==> src/rtl/mac_operand_sequencer.sv <==
// Operand feeder for a signed MAC: FIFO-buffers operand pairs, issues VEC_LEN per dot product,
// captures the MAC result and clears the MAC. Optional stall counter: MAC_SEQ_STALL_CNT_EN.
module mac_operand_sequencer #(
    parameter int unsigned DATA_W  = 8,
    parameter int unsigned DEPTH   = 4,
    parameter int unsigned VEC_LEN = 4
) (
    input  logic                       clk,
    input  logic                       reset_n,
    input  logic [DATA_W-1:0]          in_a,
    input  logic [DATA_W-1:0]          in_b,
    input  logic                       in_valid,
    output logic                       in_ready,
    output logic [DATA_W-1:0]          mac_a,
    output logic [DATA_W-1:0]          mac_b,
    output logic                       mac_valid_in,
    output logic                       mac_clear,
    input  logic [2*DATA_W-1:0]        mac_f,
    input  logic                       mac_valid_out,
    input  logic                       mac_overflow,
    output logic [2*DATA_W-1:0]        res_f,
    output logic                       res_overflow,
    output logic                       res_valid,
    output logic                       busy,
`ifdef MAC_SEQ_STALL_CNT_EN
    output logic [$clog2(DEPTH):0]     fifo_count,
    output logic [15:0]                stall_cnt
`else
    output logic [$clog2(DEPTH):0]     fifo_count
`endif
);

    localparam int unsigned AW = $clog2(DEPTH);
    localparam int unsigned CW = AW + 1;
    localparam int unsigned NW = $clog2(VEC_LEN + 1);

    typedef enum logic [2:0] {StClear, StIdle, StFeed, StDrain, StCapture} state_e;

    state_e              state_q;
    logic [2*DATA_W-1:0] mem_q [DEPTH];
    logic [AW-1:0]       wr_ptr_q, rd_ptr_q;
    logic [CW-1:0]       count_q;
    logic [NW-1:0]       issue_cnt_q, done_cnt_q;
    logic [2*DATA_W-1:0] head;
    logic                fifo_empty, push, pop;

    assign fifo_empty = (count_q == '0);
    assign in_ready   = (count_q != CW'(DEPTH));
    assign push       = in_valid && in_ready;
    assign pop        = (state_q == StFeed) && !fifo_empty;
    assign head       = mem_q[rd_ptr_q];
    assign fifo_count = count_q;
    // Reset forces busy low even though the FSM parks in StClear.
    assign busy       = reset_n && (state_q != StIdle);

    always_ff @(posedge clk) begin
        if (push) begin
            mem_q[wr_ptr_q] <= {in_a, in_b};
        end
    end

    always_ff @(posedge clk or negedge reset_n) begin
        if (!reset_n) begin
            wr_ptr_q <= '0;
            rd_ptr_q <= '0;
            count_q  <= '0;
        end else begin
            if (push) wr_ptr_q <= wr_ptr_q + 1'b1;
            if (pop)  rd_ptr_q <= rd_ptr_q + 1'b1;
            case ({push, pop})
                2'b10:   count_q <= count_q + 1'b1;
                2'b01:   count_q <= count_q - 1'b1;
                default: count_q <= count_q;
            endcase
        end
    end

    always_ff @(posedge clk or negedge reset_n) begin
        if (!reset_n) begin
            state_q      <= StClear;
            mac_a        <= '0;
            mac_b        <= '0;
            mac_valid_in <= 1'b0;
            mac_clear    <= 1'b1;
            res_f        <= '0;
            res_overflow <= 1'b0;
            res_valid    <= 1'b0;
            issue_cnt_q  <= '0;
            done_cnt_q   <= '0;
        end else begin
            mac_a        <= '0;
            mac_b        <= '0;
            mac_valid_in <= 1'b0;
            mac_clear    <= 1'b0;
            res_valid    <= 1'b0;
            case (state_q)
                StClear: begin
                    mac_clear   <= 1'b1;
                    issue_cnt_q <= '0;
                    done_cnt_q  <= '0;
                    state_q     <= StIdle;
                end
                StIdle: begin
                    if (!fifo_empty) state_q <= StFeed;
                end
                StFeed: begin
                    if (pop) begin
                        mac_a        <= head[2*DATA_W-1:DATA_W];
                        mac_b        <= head[DATA_W-1:0];
                        mac_valid_in <= 1'b1;
                        issue_cnt_q  <= issue_cnt_q + 1'b1;
                        if (issue_cnt_q == NW'(VEC_LEN - 1)) state_q <= StDrain;
                    end
                    // Early pairs complete while later ones are still being fed.
                    if (mac_valid_out) done_cnt_q <= done_cnt_q + 1'b1;
                end
                StDrain: begin
                    if (mac_valid_out) begin
                        done_cnt_q <= done_cnt_q + 1'b1;
                        if (done_cnt_q == NW'(VEC_LEN - 1)) state_q <= StCapture;
                    end
                end
                StCapture: begin
                    res_f        <= mac_f;
                    res_overflow <= mac_overflow;
                    res_valid    <= 1'b1;
                    state_q      <= StClear;
                end
                default: state_q <= StClear;
            endcase
        end
    end

`ifdef MAC_SEQ_STALL_CNT_EN
    always_ff @(posedge clk or negedge reset_n) begin
        if (!reset_n) begin
            stall_cnt <= '0;
        end else if ((state_q == StFeed) && fifo_empty && (stall_cnt != 16'hFFFF)) begin
            stall_cnt <= stall_cnt + 1'b1;
        end
    end
`endif

endmodule

==> config.mk <==
export PLATFORM = sky130hd
export DESIGN_NAME = mac_operand_sequencer
export DESIGN_NICKNAME = d
export VERILOG_FILES = /design/src/rtl/mac_operand_sequencer.sv
export SDC_FILE = /design/constraint.sdc
export NUM_CORES = 1
export LEC_CHECK = 0
export BUFFER_PORTS_ARGS = -buffer_cell sky130_fd_sc_hd__buf_2
export CORE_MARGIN = 3
export CORE_UTILIZATION = 50
export CTS_CLUSTER_DIAMETER = 50
export DETAILED_ROUTE_END_ITERATION = 12
export PLACE_DENSITY = 0.72
export SYNTH_ARGS = -nofsm -noshare
export SYNTH_HDL_FRONTEND = slang
export SYNTH_SLANG_ARGS = --single-unit
==> constraint.sdc <==
create_clock -name clk -period 2.6 [get_ports clk]
set_clock_uncertainty 0.15 [all_clocks]
set_input_delay 0.39 -clock clk [delete_from_list [all_inputs] [get_ports clk]]
set_output_delay 0.39 -clock clk [all_outputs]
set_load 0.03 [all_outputs]
==> run summary, run 1 <==
The flow ran to the end, and the final reports show no timing, DRC or antenna violations. In the post-synthesis netlist, the biggest area contributors are edfxtp_1 (42%), dfrtp_1 (28%), mux4_2 (7.9%). The async set or reset register ratio after synthesis was 0.448; the time the final worst path needs with I/O delays and setup was 2.37 ns. The total count of hold-check failures in the final report was 0. The actual transition at the worst max-transition pin came out at 0.884 ns.

The initialized floorplan defines 34 standard-cell rows. Derived from the worst setup path, the maximum achievable clock frequency is 422 MHz. The path type of the worst min-delay path was in2reg.

The die covers 10,300 µm². The vertical die dimension works out to 101 µm. The run gives 0 as the number of resized instances in the post-cts repair step.

The region available for standard cell placement spans 8810 µm². The share of synthesized area occupied by flip-flops and latches was 0.707; the synthesized netlist net count was 292. The portion of the clock cycle consumed by the worst path in the final layout was 0.910. STA puts the critical path data arrival time at 2.65 ns. The number of setup buffers added after CTS is 0. The cell taking the most area after synthesis is edfxtp_1. Top-area cell type share of the netlist area: 0.422.

The repair_antennas step left the layout with diodes totalling 0. The synthesized instance count was 245; the overall fraction of global-route tracks in use was 0.178. The run gives 0 as the number of antenna violations at the first check in global routing.

The routed design has 8.43 mm of wire. In this run, placement finished with an instance count of 423. The headroom to the max-slew limit is 0.411.

The worst setup path is launched from a flop. For the final layout net count, the log shows 415. Traced cell by cell, the critical path runs through or3_1 > nand3_4 > inv_4 > ha_1 > inv_1 > fa_1 > xor2_1 > nor2_1 > xor2_1. The tool flagged a number of max-cap violations equal to 0.

The initial core utilization is 0.518, and the final max-slew violation count is 0. The tightest hold path in the finished design has a slack of 0.119 ns. Setup repair after global routing left no endpoint under its margin. After filler insertion, the fill cell instance count of the layout stands at 579. The final instance count without filler cells came out at 489.

Relative area change from synthesis to final layout: 30.5%. On the worst path, the slowest cell contributes a delay of 0.42 ns. During placement, the flow inserted port buffers numbering 77. For the aggregate negative setup slack, the log shows 0 ns. The DRC violation count after routing is 0, and the synthesized area per cell is 18.6 µm². The mean number of vias per cell works out to 5.13.

Counting flops and latches in the post-synthesis netlist gives 116. The wire-length estimate of the detail-placed layout is 4.80 mm. In this run the register-to-register setup slack is 0.23 ns. For this run the aggregate overflow at the end of global routing stands at 0. In the final routed layout, each cell accounts on average for 17.2 µm.

The most numerous cell type found on the critical path is xor2_1. The critical path buffer and inverter count was 2. Routability-driven placement finished with a final weighted congestion of 0.769. The worst setup path is of the reg2reg kind. TritonCTS built the clock tree. No sink is reached through more buffers than the 2 on the longest clock path. The cell class contributing the biggest share of worst-path delay is adder cells. Clock tree synthesis inserted a total of 17 buffers.

The hold buffer count at CTS was 34; the maximum number of pins on one net before global-route repair was 53. For the area of the mapped netlist, the log shows 4560 µm². The largest individual stage delay along the critical path comes from the cell dfrtp_1.

After clock tree synthesis, the clock-pin slew on the worst setup and hold paths is 0.06 ns. The synthesized design contains 64 enable-type register cells. The prevailing post-synth register cell was edfxtp_1. In this run the power density over the cells is 1230 nW/µm². The floorplan step set the die width to 101 µm.

The first global-routing pass estimated 13.3 mm of wire. The logs give 0 for the final antenna-violating net count and 78 for the I/O pin count. In this run, distinct cell masters in the synthesized netlist total 39. For this design, the sink count on the clock tree is 116.

After the first detailed-routing iteration, the DRC count stood at 99. The tools report the number of global-route vias before repair as 2,691. The worst path required time is 2.88 ns, and the worst-case vdd ir drop is 0.000589 V.

STA classifies the critical path endpoint as a flop. The clock reaches the later pin of the worst-skew pair after 0.51 ns. The H-tree generated during clock tree synthesis spans 4 levels.

Clock tree synthesis selected as its root buffer the cell clkbuf_8. Summing over every cut layer, the via total after detailed routing is 2,508. For this run, the number of Yosys warnings is 0. Summed over all cells, the static leakage comes to 2.61 nW. The tools report the final setup violation count as 0.

The peak fanout along the critical path was 18. The share of cells above drive strength 1 was 0.433. The first-pass iteration count of the detailed router is 5.
[cells by family after synthesis]
family / Yosys count / synth area share
DFF: 116 / 0.707
muxes: 39 / 0.138
and+or+nand+nor: 36 / 0.0557
buffers and inverters: 25 / 0.0371
AOI/OAI and AO/OA: 13 / 0.0209
adders and majority gates: 10 / 0.0291
xor gates and xnor gates: 6 / 0.0115
[worst paths after layout]
path                               start            end  cells past startpoint
max                        fifo_count[0]  fifo_count[2]                      9
min                             in_valid    wr_ptr_q[0]                      3
max reg2reg                fifo_count[0]  fifo_count[2]                      9
min reg2reg                     res_f[2]       res_f[2]                      1
max in group asynchronous        reset_n    wr_ptr_q[1]                      3
min in group asynchronous        reset_n       res_f[1]                      3
[metal layers]
metal | GRT usage | part of all wire | vias up
met3 | 0.0523 | 0.050 | 15
li1 | - | - | 1164
met4 | 0.0808 | 0.016 | 0
met5 | 0 | 0 | -
met2 | 0.304 | 0.53 | 83
met1 | 0.207 | 0.41 | 1246
[power by group]
group	internal [mW]	total [mW]	leakage [nW]	switching, mW
clock network	1.49	2.36	0.298	0.872
registers	2.47	2.73	1.26	0.258
logic	0.966	2.21	1.06	1.24
[metrics by stage]
step / setup slack, ns / utilization / total power, mW / cell area, µm²
final: 0.233 / 0.675 / 7.30 / 5950
after global routing: 0.0377 / 0.675 / 7.70 / 5950
after CTS: 0.206 / 0.675 / 7.40 / 5950
after detailed placement: 0.239 / 0.567 / 4.94 / 5000
after global placement: 0.310 / 0.567 / 4.87 / 5000
after floorplan: 0.144 / - / 4.42 / 4560
[tightest hold or removal path, stage by stage]
cell     delay, ns
buf_2         0.11
and2_4        0.16
xnor2_1       0.07
[cell type report]
type | instances | area (µm²) | share of cell area
clock buffer | 17 | 414 | 0.0696
sequential | 116 | 3220 | 0.542
clock inverter | 15 | 195 | 0.0328
inverter | 14 | 57.6 | 0.00968
tap | 108 | 135 | 0.0227
multi-input combinational | 104 | 1160 | 0.196
timing repair buffer | 115 | 756 | 0.127
[cell usage after synthesis, types with 3 or more instances]
| master | count |
|---|---|
| a22o_1 | 3 |
| and2_1 | 9 |
| and2_2 | 7 |
| and3_1 | 4 |
| buf_6 | 9 |
| dfrtp_1 | 51 |
| edfxtp_1 | 64 |
| ha_1 | 9 |
| inv_1 | 12 |
| mux2_2 | 16 |
| mux2_4 | 4 |
| mux2i_1 | 3 |
| mux4_2 | 16 |
| o22ai_1 | 3 |
| xnor2_1 | 4 |
[cells in the final DEF (no fill, tap or decap), types with 3 or more instances in the layout]
master	n
a22o_1	3
and3_1	4
buf_4	4
inv_6	5
ha_1	9
dlygate4sd3_1	34
bufinv_16	3
and2_1	9
dfrtp_1	51
edfxtp_1	64
clkinv_4	3
and2_2	7
mux2_4	4
inv_1	12
mux4_2	16
xnor2_1	4
o22ai_1	3
mux2i_1	3
clkbuf_16	16
buf_2	77
mux2_2	16
[state kept, by name, summed over array words and instances, names as in the netlist]
register and flops:
mac_a 8, state_q 3, res_valid 1, fifo_count 3, rd_ptr_q 2, mem_q 64, issue_cnt_q 3, wr_ptr_q 2
res_f 16, mac_valid_in 1, mac_clear 1, mac_b 8, done_cnt_q 3, res_overflow 1
(Power assumes the default switching activity.)
==> inputs of run 2 (changes only) <==
--- a/config.mk
+++ b/config.mk
@@ -5,12 +5,14 @@
 export SDC_FILE = /design/constraint.sdc
 export NUM_CORES = 1
 export LEC_CHECK = 0
+export ABC_CLOCK_PERIOD_IN_PS = 2600
 export BUFFER_PORTS_ARGS = -buffer_cell sky130_fd_sc_hd__buf_2
 export CORE_MARGIN = 3
 export CORE_UTILIZATION = 50
 export CTS_CLUSTER_DIAMETER = 50
 export DETAILED_ROUTE_END_ITERATION = 12
 export PLACE_DENSITY = 0.72
+export RECOVER_POWER = 25
 export SYNTH_ARGS = -nofsm -noshare
 export SYNTH_HDL_FRONTEND = slang
 export SYNTH_SLANG_ARGS = --single-unit
==> run 2 against run 1 <==
Worst hold slack got worse by 0.0065 ns. Sequential power barely moved. Critical path depth did not move. Largest power group unchanged. Sequential cell count did not move. Clock power barely moved. Sequential share of layout area rose by 0.22 points. Register-to-register slack barely moved. Setup slack improved by 0.0018 ns. Non-clock buffer count did not move. First-iteration DRC count fell by 3.0%. Critical endpoint unchanged. Global-route usage did not move.
==> run summary, run 2 (synthesized netlist as in run 1, its figures left out) <==
The number of flip-flops in the largest register is 64 (unchanged), and the number of global-route vias before repair is 2,691 (unchanged). The portion of the clock cycle consumed by the worst path in the final layout was 0.910 (about the same). The share of cells above drive strength 1 is 0.388 (-0.0446). The number of cells on the worst hold path works out to 3 (unchanged). Compared with the post-synthesis result, the final layout area differs by 29.9%.

The tools report the worst-case clock buffer depth as 2 (unchanged). The register with the most flip-flops was mem_q. The tools report the maximum number of pins on one net before global-route repair as 53 (unchanged). Final estimated routing congestion in global placement: 0.769 (unchanged). For the number of antenna violations at the first check in global routing, the log shows 0 (unchanged).

The overall fraction of global-route tracks in use was 0.178 (unchanged); the peak fanout along the critical path was 18 (unchanged). For the first-pass iteration count of the detailed router, the log shows 4 (-1). The critical path class is reg2reg. The floorplan row count was 34 (unchanged); the wire length of the first global-routing pass was 13.3 mm (unchanged).

The setup slack at placement was 0.239 ns (unchanged); the initial core utilization was 0.518 (unchanged). The actual transition at the worst max-transition pin was 1.29 ns (+0.411 ns). Counting stages on the worst path, the most repeated cell is xor2_1. The run gives 2.65 ns (about the same) as the arrival time at the worst endpoint. Clock tree synthesis selected as its root buffer the cell clkbuf_8.

For the worst-case vdd ir drop, the log shows 0.000587 V (-0.24%). Headroom to the max-slew limit: 0.137 (-0.274). The total vias in the final route was 2,511 (+0.12%). The largest registers in the layout are mem_q (64), res_f (16). The number of resized instances in the post-cts repair step is 0 (unchanged), and the clock transition at the register clock pins on the worst setup and hold paths after CTS is 0.06 ns (about the same). In the layout the commonest cells are edfxtp_1 (64), buf_2 (60), dfrtp_1 (51). The die extent in x is 101 µm (unchanged), and the I/O pin count is 78 (unchanged). The final layout net count is 415 (unchanged).

The tools report the wire length reported by the detailed router as 8.43 mm (about the same). The total count of hold-check failures in the final report is 0 (unchanged). The worst path required time came out at 2.88 ns (about the same).

The number of port buffers works out to 77 (unchanged). Path type of the worst min-delay path: in2reg. The number of sinks on the clock net came out at 116 (unchanged). The vertical die dimension is 101 µm (unchanged), and the power density over the cells is 1230 nW/µm² (+0.33%). The run gives 423 MHz (about the same) as the achievable clock frequency. Time the final worst path needs with I/O delays and setup: 2.37 ns (-0.00177 ns). The mean number of vias per cell works out to 5.13 (+0.12%). The number of cells traversed by the worst register-to-register path came out at 9 (unchanged). The run gives 0 ns (unchanged) as the aggregate negative setup slack. Diode insertion count for antenna repair: 0 (unchanged).

The final routed wire length divided by cell count works out to 17.2 µm (about the same). The run finished with clean final reports. Cell class contributing the biggest share of worst-path delay: adder cells. TritonCTS built the clock tree. The static leakage power was 2.57 nW (-1.8%). The run gives 4 (unchanged) as the deepest level of the CTS H-tree.

For the initial detailed-routing violation count, the log shows 96 (-3.0%). The final antenna-violating net count is 0 (unchanged), and the total stage count of the critical path is 9 (unchanged). Sum of overflow across all layers after global routing: 0 (unchanged).

The run gives 0.52 ns (about the same) as the worst-skew pair later-pin latency. The largest incremental delay on the critical path works out to 0.42 ns (about the same). The tools report the DRC violation count after routing as 0 (unchanged). For the total clock buffers created by CTS, the log shows 17 (unchanged). The library cell used most frequently in the layout, excluding fill and tap cells, is edfxtp_1.

The logs give 0.234 ns (+0.00177 ns) for the post-layout worst setup margin and 4.80 mm (unchanged) for the HPWL after detailed placement. Final setup violation count: 0 (unchanged). Kind of start point of the critical path: a flop.

The run gives 10,300 µm² (unchanged) as the area of the die. Setup repair after global routing left no endpoint under its margin. The core region area was 8810 µm² (unchanged). The worst setup path is captured at a flop. Final max-slew violation count: 0 (unchanged). The signal on the critical path passes through or3_1 > nand3_4 > inv_4 > ha_1 > inv_1 > fa_1 > xor2_1 > nor2_1 > xor2_1. Among all stages on the critical path, the largest delay is contributed by dfrtp_1.

The tools report the count of max-cap constraint violations as 0 (unchanged). The critical path buffer and inverter count was 2 (unchanged).
run 2: stage by stage:
stage          instances  instance area (µm²)  hold slack [ns]  utilization  power (mW)
2_1_floorplan        245                 4560          -0.0556            -        4.42
3_3_place_gp         423                 5000            0.331        0.567        4.87
3_5_place_dp         423                 5000            0.336        0.567        4.94
4_1_cts              489                 5950           0.0988        0.675        7.40
5_1_grt              489                 5920            0.121        0.673        7.69
6_report             489                 5920            0.112        0.673        7.29
run 2: report_power, final:
group,switching (mW),leakage (nW),total (mW),internal (mW)
Combinational,1.24,1.01,2.20,0.962
Sequential,0.259,1.26,2.73,2.47
Clock,0.871,0.298,2.36,1.49
run 2: path summary, 6_finish.rpt:
path,startpoint,slack (ns),endpoint
min in group asynchronous,reset_n,0.69,res_f[1]
max in group asynchronous,reset_n,0.83,wr_ptr_q[1]
max reg2reg,fifo_count[0],0.23,fifo_count[2]
min,in_valid,0.11,wr_ptr_q[0]
max,fifo_count[0],0.23,fifo_count[2]
min reg2reg,res_f[2],0.35,res_f[2]
run 2: tightest hold or removal path: stages:
cell     delay, ns
buf_2         0.11
and2_4        0.16
xnor2_1       0.07
run 2: cell type report:
type / instances / area (µm²)
flip-flops and latches: 116 / 3220
fillers: 587 / 2880
multi-input cells: 104 / 1160
clock inverters: 15 / 195
inverters: 14 / 57.6
well taps: 108 / 135
clock buffers: 17 / 414
repair buffers: 115 / 732
run 2: routing by layer:
metal | track usage | routed length (µm) | up-vias
met5 | 0 | 0 | -
met4 | 0.0808 | 157 | 0
met3 | 0.0523 | 412 | 17
met2 | 0.304 | 4440 | 83
met1 | 0.207 | 3420 | 1245
li1 | - | - | 1166
run 2: what timing repair did:
| action | in CTS | in global routing |
|---|---|---|
| buffers inserted | 0 | 0 |
| hold buffers | 34 | 0 |
| endpoints found under the hold margin | 132 | 0 |
==> inputs of run 3 (changes only) <==
--- a/config.mk
+++ b/config.mk
@@ -8,10 +8,11 @@
 export ABC_CLOCK_PERIOD_IN_PS = 2600
 export BUFFER_PORTS_ARGS = -buffer_cell sky130_fd_sc_hd__buf_2
 export CORE_MARGIN = 3
-export CORE_UTILIZATION = 50
+export CORE_UTILIZATION = 55
 export CTS_CLUSTER_DIAMETER = 50
+export CTS_CLUSTER_SIZE = 28
 export DETAILED_ROUTE_END_ITERATION = 12
-export PLACE_DENSITY = 0.72
+export PLACE_DENSITY = 0.78
 export RECOVER_POWER = 25
 export SYNTH_ARGS = -nofsm -noshare
 export SYNTH_HDL_FRONTEND = slang
==> run 3 against run 2 <==
Non-clock buffer count up 2. Critical path depth did not move. Sequential cell count is the same. Sequential share of layout area rose by 0.35 points. Global-route usage is 2.6 points higher.
==> run summary, run 3 (synthesized netlist as in run 1, its figures left out) <==
The run finished with clean final reports. The arrival time at the worst endpoint is 2.66 ns (about the same). The total vias in the final route came out at 2,532 (+0.84%). In the final layout, the registers with the most flip-flops are mem_q (64), res_f (16).

The total count of hold-check failures in the final report is 0 (unchanged). The most numerous cell on the critical path is xor2_1. Largest incremental delay on the critical path: 0.41 ns (about the same). The tools report the number of setup buffers added after CTS as 0 (unchanged).

Area of the die: 9420 µm² (-8.6%). The power density over the cells was 1210 nW/µm² (-1.8%). In the layout the commonest cells are edfxtp_1 (64), buf_2 (60), dfrtp_1 (51). For the wire length of the first global-routing pass, the log shows 14.4 mm (+8.0%).

The tools report the overall fraction of global-route tracks in use as 0.203 (+0.0259). The DRC violation count after routing is 0 (unchanged), and the number of cells traversed by the worst register-to-register path is 9 (unchanged). The portion of the clock cycle consumed by the worst path in the final layout is 0.914 (+0.00432). For the hold buffer count at CTS, the log shows 34 (unchanged). The worst-case clock buffer depth was 2 (unchanged).

The time the final worst path needs with I/O delays and setup is 2.38 ns (+0.0112 ns). The run gives 8.82 mm (+4.7%) as the wire length reported by the detailed router. The worst setup path is captured at a flop. The initial core utilization came out at 0.578 (+0.0603). Die extent in x: 97.0 µm (-4.4%). TritonCTS built the clock tree. For the worst-skew pair later-pin latency, the log shows 0.50 ns (-0.02 ns). For the final antenna-violating net count, the log shows 0 (unchanged). The tools report the post-layout worst setup margin as 0.223 ns (-0.0112 ns). The deepest level of the CTS H-tree was 4 (unchanged); the actual transition at the worst max-transition pin was 1.26 ns (-0.0321 ns). For the number of global-route vias before repair, the log shows 2,796 (+3.9%). Highest-delay cell along the critical path: dfrtp_1.

The mean number of vias per cell is 5.22 (+1.7%). Path type of the worst min-delay path: in2reg. The number of resized instances in the post-cts repair step is 0 (unchanged). The run gives 0 ns (unchanged) as the aggregate negative setup slack. For the achievable clock frequency, the log shows 421 MHz (-0.47%).

The final layout net count is 417 (+0.48%), and the vertical die dimension is 97.0 µm (-4.4%). The most common cell after layout, fill and taps aside is edfxtp_1. The number of flip-flops in the largest register came out at 64 (unchanged). The share of cells above drive strength 1 works out to 0.381 (-0.00725).

The tools report the total clock buffers created by CTS as 17 (unchanged). The tools report the sum of overflow across all layers after global routing as 0 (unchanged). The first-pass iteration count of the detailed router was 4 (unchanged); the I/O pin count was 78 (unchanged).

The number of cells on the worst hold path is 3 (unchanged), and the setup slack at placement is 0.252 ns (+0.0125 ns). The run gives 0.000659 V (+12%) as the worst-case vdd ir drop. The final routed wire length divided by cell count works out to 18.2 µm (+5.6%). The number of port buffers was 77 (unchanged). Setup repair after global routing left no endpoint under its margin. The run gives 4.89 mm (+1.8%) as the HPWL after detailed placement.

The cell chosen for the clock root was clkbuf_8. The logs give 0 (unchanged) for the count of max-cap constraint violations and 0 (unchanged) for the diode insertion count for antenna repair. The worst path required time is 2.88 ns (about the same), and the minimum setup slack among reg-to-reg paths is 0.22 ns (about the same).

The setup path with the least slack is of type reg2reg. The kind of start point of the critical path is a flop. Peak fanout along the critical path: 18 (unchanged).

The final setup violation count was 0 (unchanged). More flip-flops sit in one register than any other, and that register is mem_q. The final estimated routing congestion in global placement is 0.795 (+3.4%), and the initial detailed-routing violation count is 115 (+20%). The run gives 2.56 nW (-0.31%) as the static leakage power. For the number of antenna violations at the first check in global routing, the log shows 0 (unchanged). The area growth from synthesis to layout is 29.1%. The tools report the number of sinks on the clock net as 116 (unchanged). The signal on the critical path passes through or3_1 > nand3_4 > inv_4 > ha_1 > inv_1 > fa_1 > xor2_1 > nor2_1 > xor2_1. The core region area is 7890 µm² (-10%), and the final max-slew violation count is 0 (unchanged). The clock transition at the register clock pins on the worst setup and hold paths after CTS was 0.06 ns (about the same); the floorplan row count was 32 (-5.9%). The headroom to the max-slew limit came out at 0.158 (+0.0214). For the maximum number of pins on one net before global-route repair, the log shows 53 (unchanged).
-- run 3: cell count changes in the layout (fill, tap and decap cells not counted), sizes merged --
cell,previous run,this run
buf,63,64
bufinv,3,0
clkbuf,35,44
inv,21,16
-- run 3: metal layers --
metal | wire length (µm) | track usage
met5 | 0 | 0
met4 | 168 | 0.0832
met2 | 4670 | 0.359
met3 | 553 | 0.0678
met1 | 3430 | 0.225
-- run 3: cell type report --
type                    instances  area, µm²
repair buffers                117        743
multi-input cells             104       1160
inverters                      14       57.6
clock buffers                  25        528
clock inverters                 7       40.0
flip-flops and latches        116       3220
well taps                     102        128
fillers                       474       2000
-- run 3: final timing paths --
path                                from            end
setup / recovery           fifo_count[0]  fifo_count[2]
hold / removal                  in_valid    wr_ptr_q[0]
setup reg to reg           fifo_count[0]  fifo_count[2]
hold reg to reg                res_f[15]      res_f[15]
max in group asynchronous        reset_n       mac_a[1]
min in group asynchronous        reset_n       res_f[2]
-- run 3: stage by stage --
stage | power (mW) | std cells | utilization | hold slack (ns) | area [µm²]
floorplan | 4.42 | 245 | - | -0.0556 | 4560
global placement | 4.89 | 419 | 0.635 | 0.331 | 5000
detailed placement | 4.96 | 419 | 0.635 | 0.341 | 5000
CTS | 7.20 | 485 | 0.750 | 0.0783 | 5910
global route | 7.50 | 485 | 0.746 | 0.102 | 5890
finish | 7.12 | 485 | 0.746 | 0.106 | 5890
-- run 3: critical path: cells and delay by family (launching register included) --
| kind | cells | cell delay, ns |
|---|---|---|
| adder cells (fa/ha/maj) | 2 | 0.60 |
| AND/OR/NAND/NOR | 3 | 0.59 |
| flip-flops | 1 | 0.41 |
| XOR/XNOR | 2 | 0.31 |
| buffers and inverters | 2 | 0.24 |
-- run 3: where the power goes --
group	switching [mW]	leakage (nW)	total, mW	internal (mW)
clock network	0.762	0.284	2.15	1.39
logic	1.32	1.02	2.29	0.968
registers	0.205	1.26	2.68	2.48
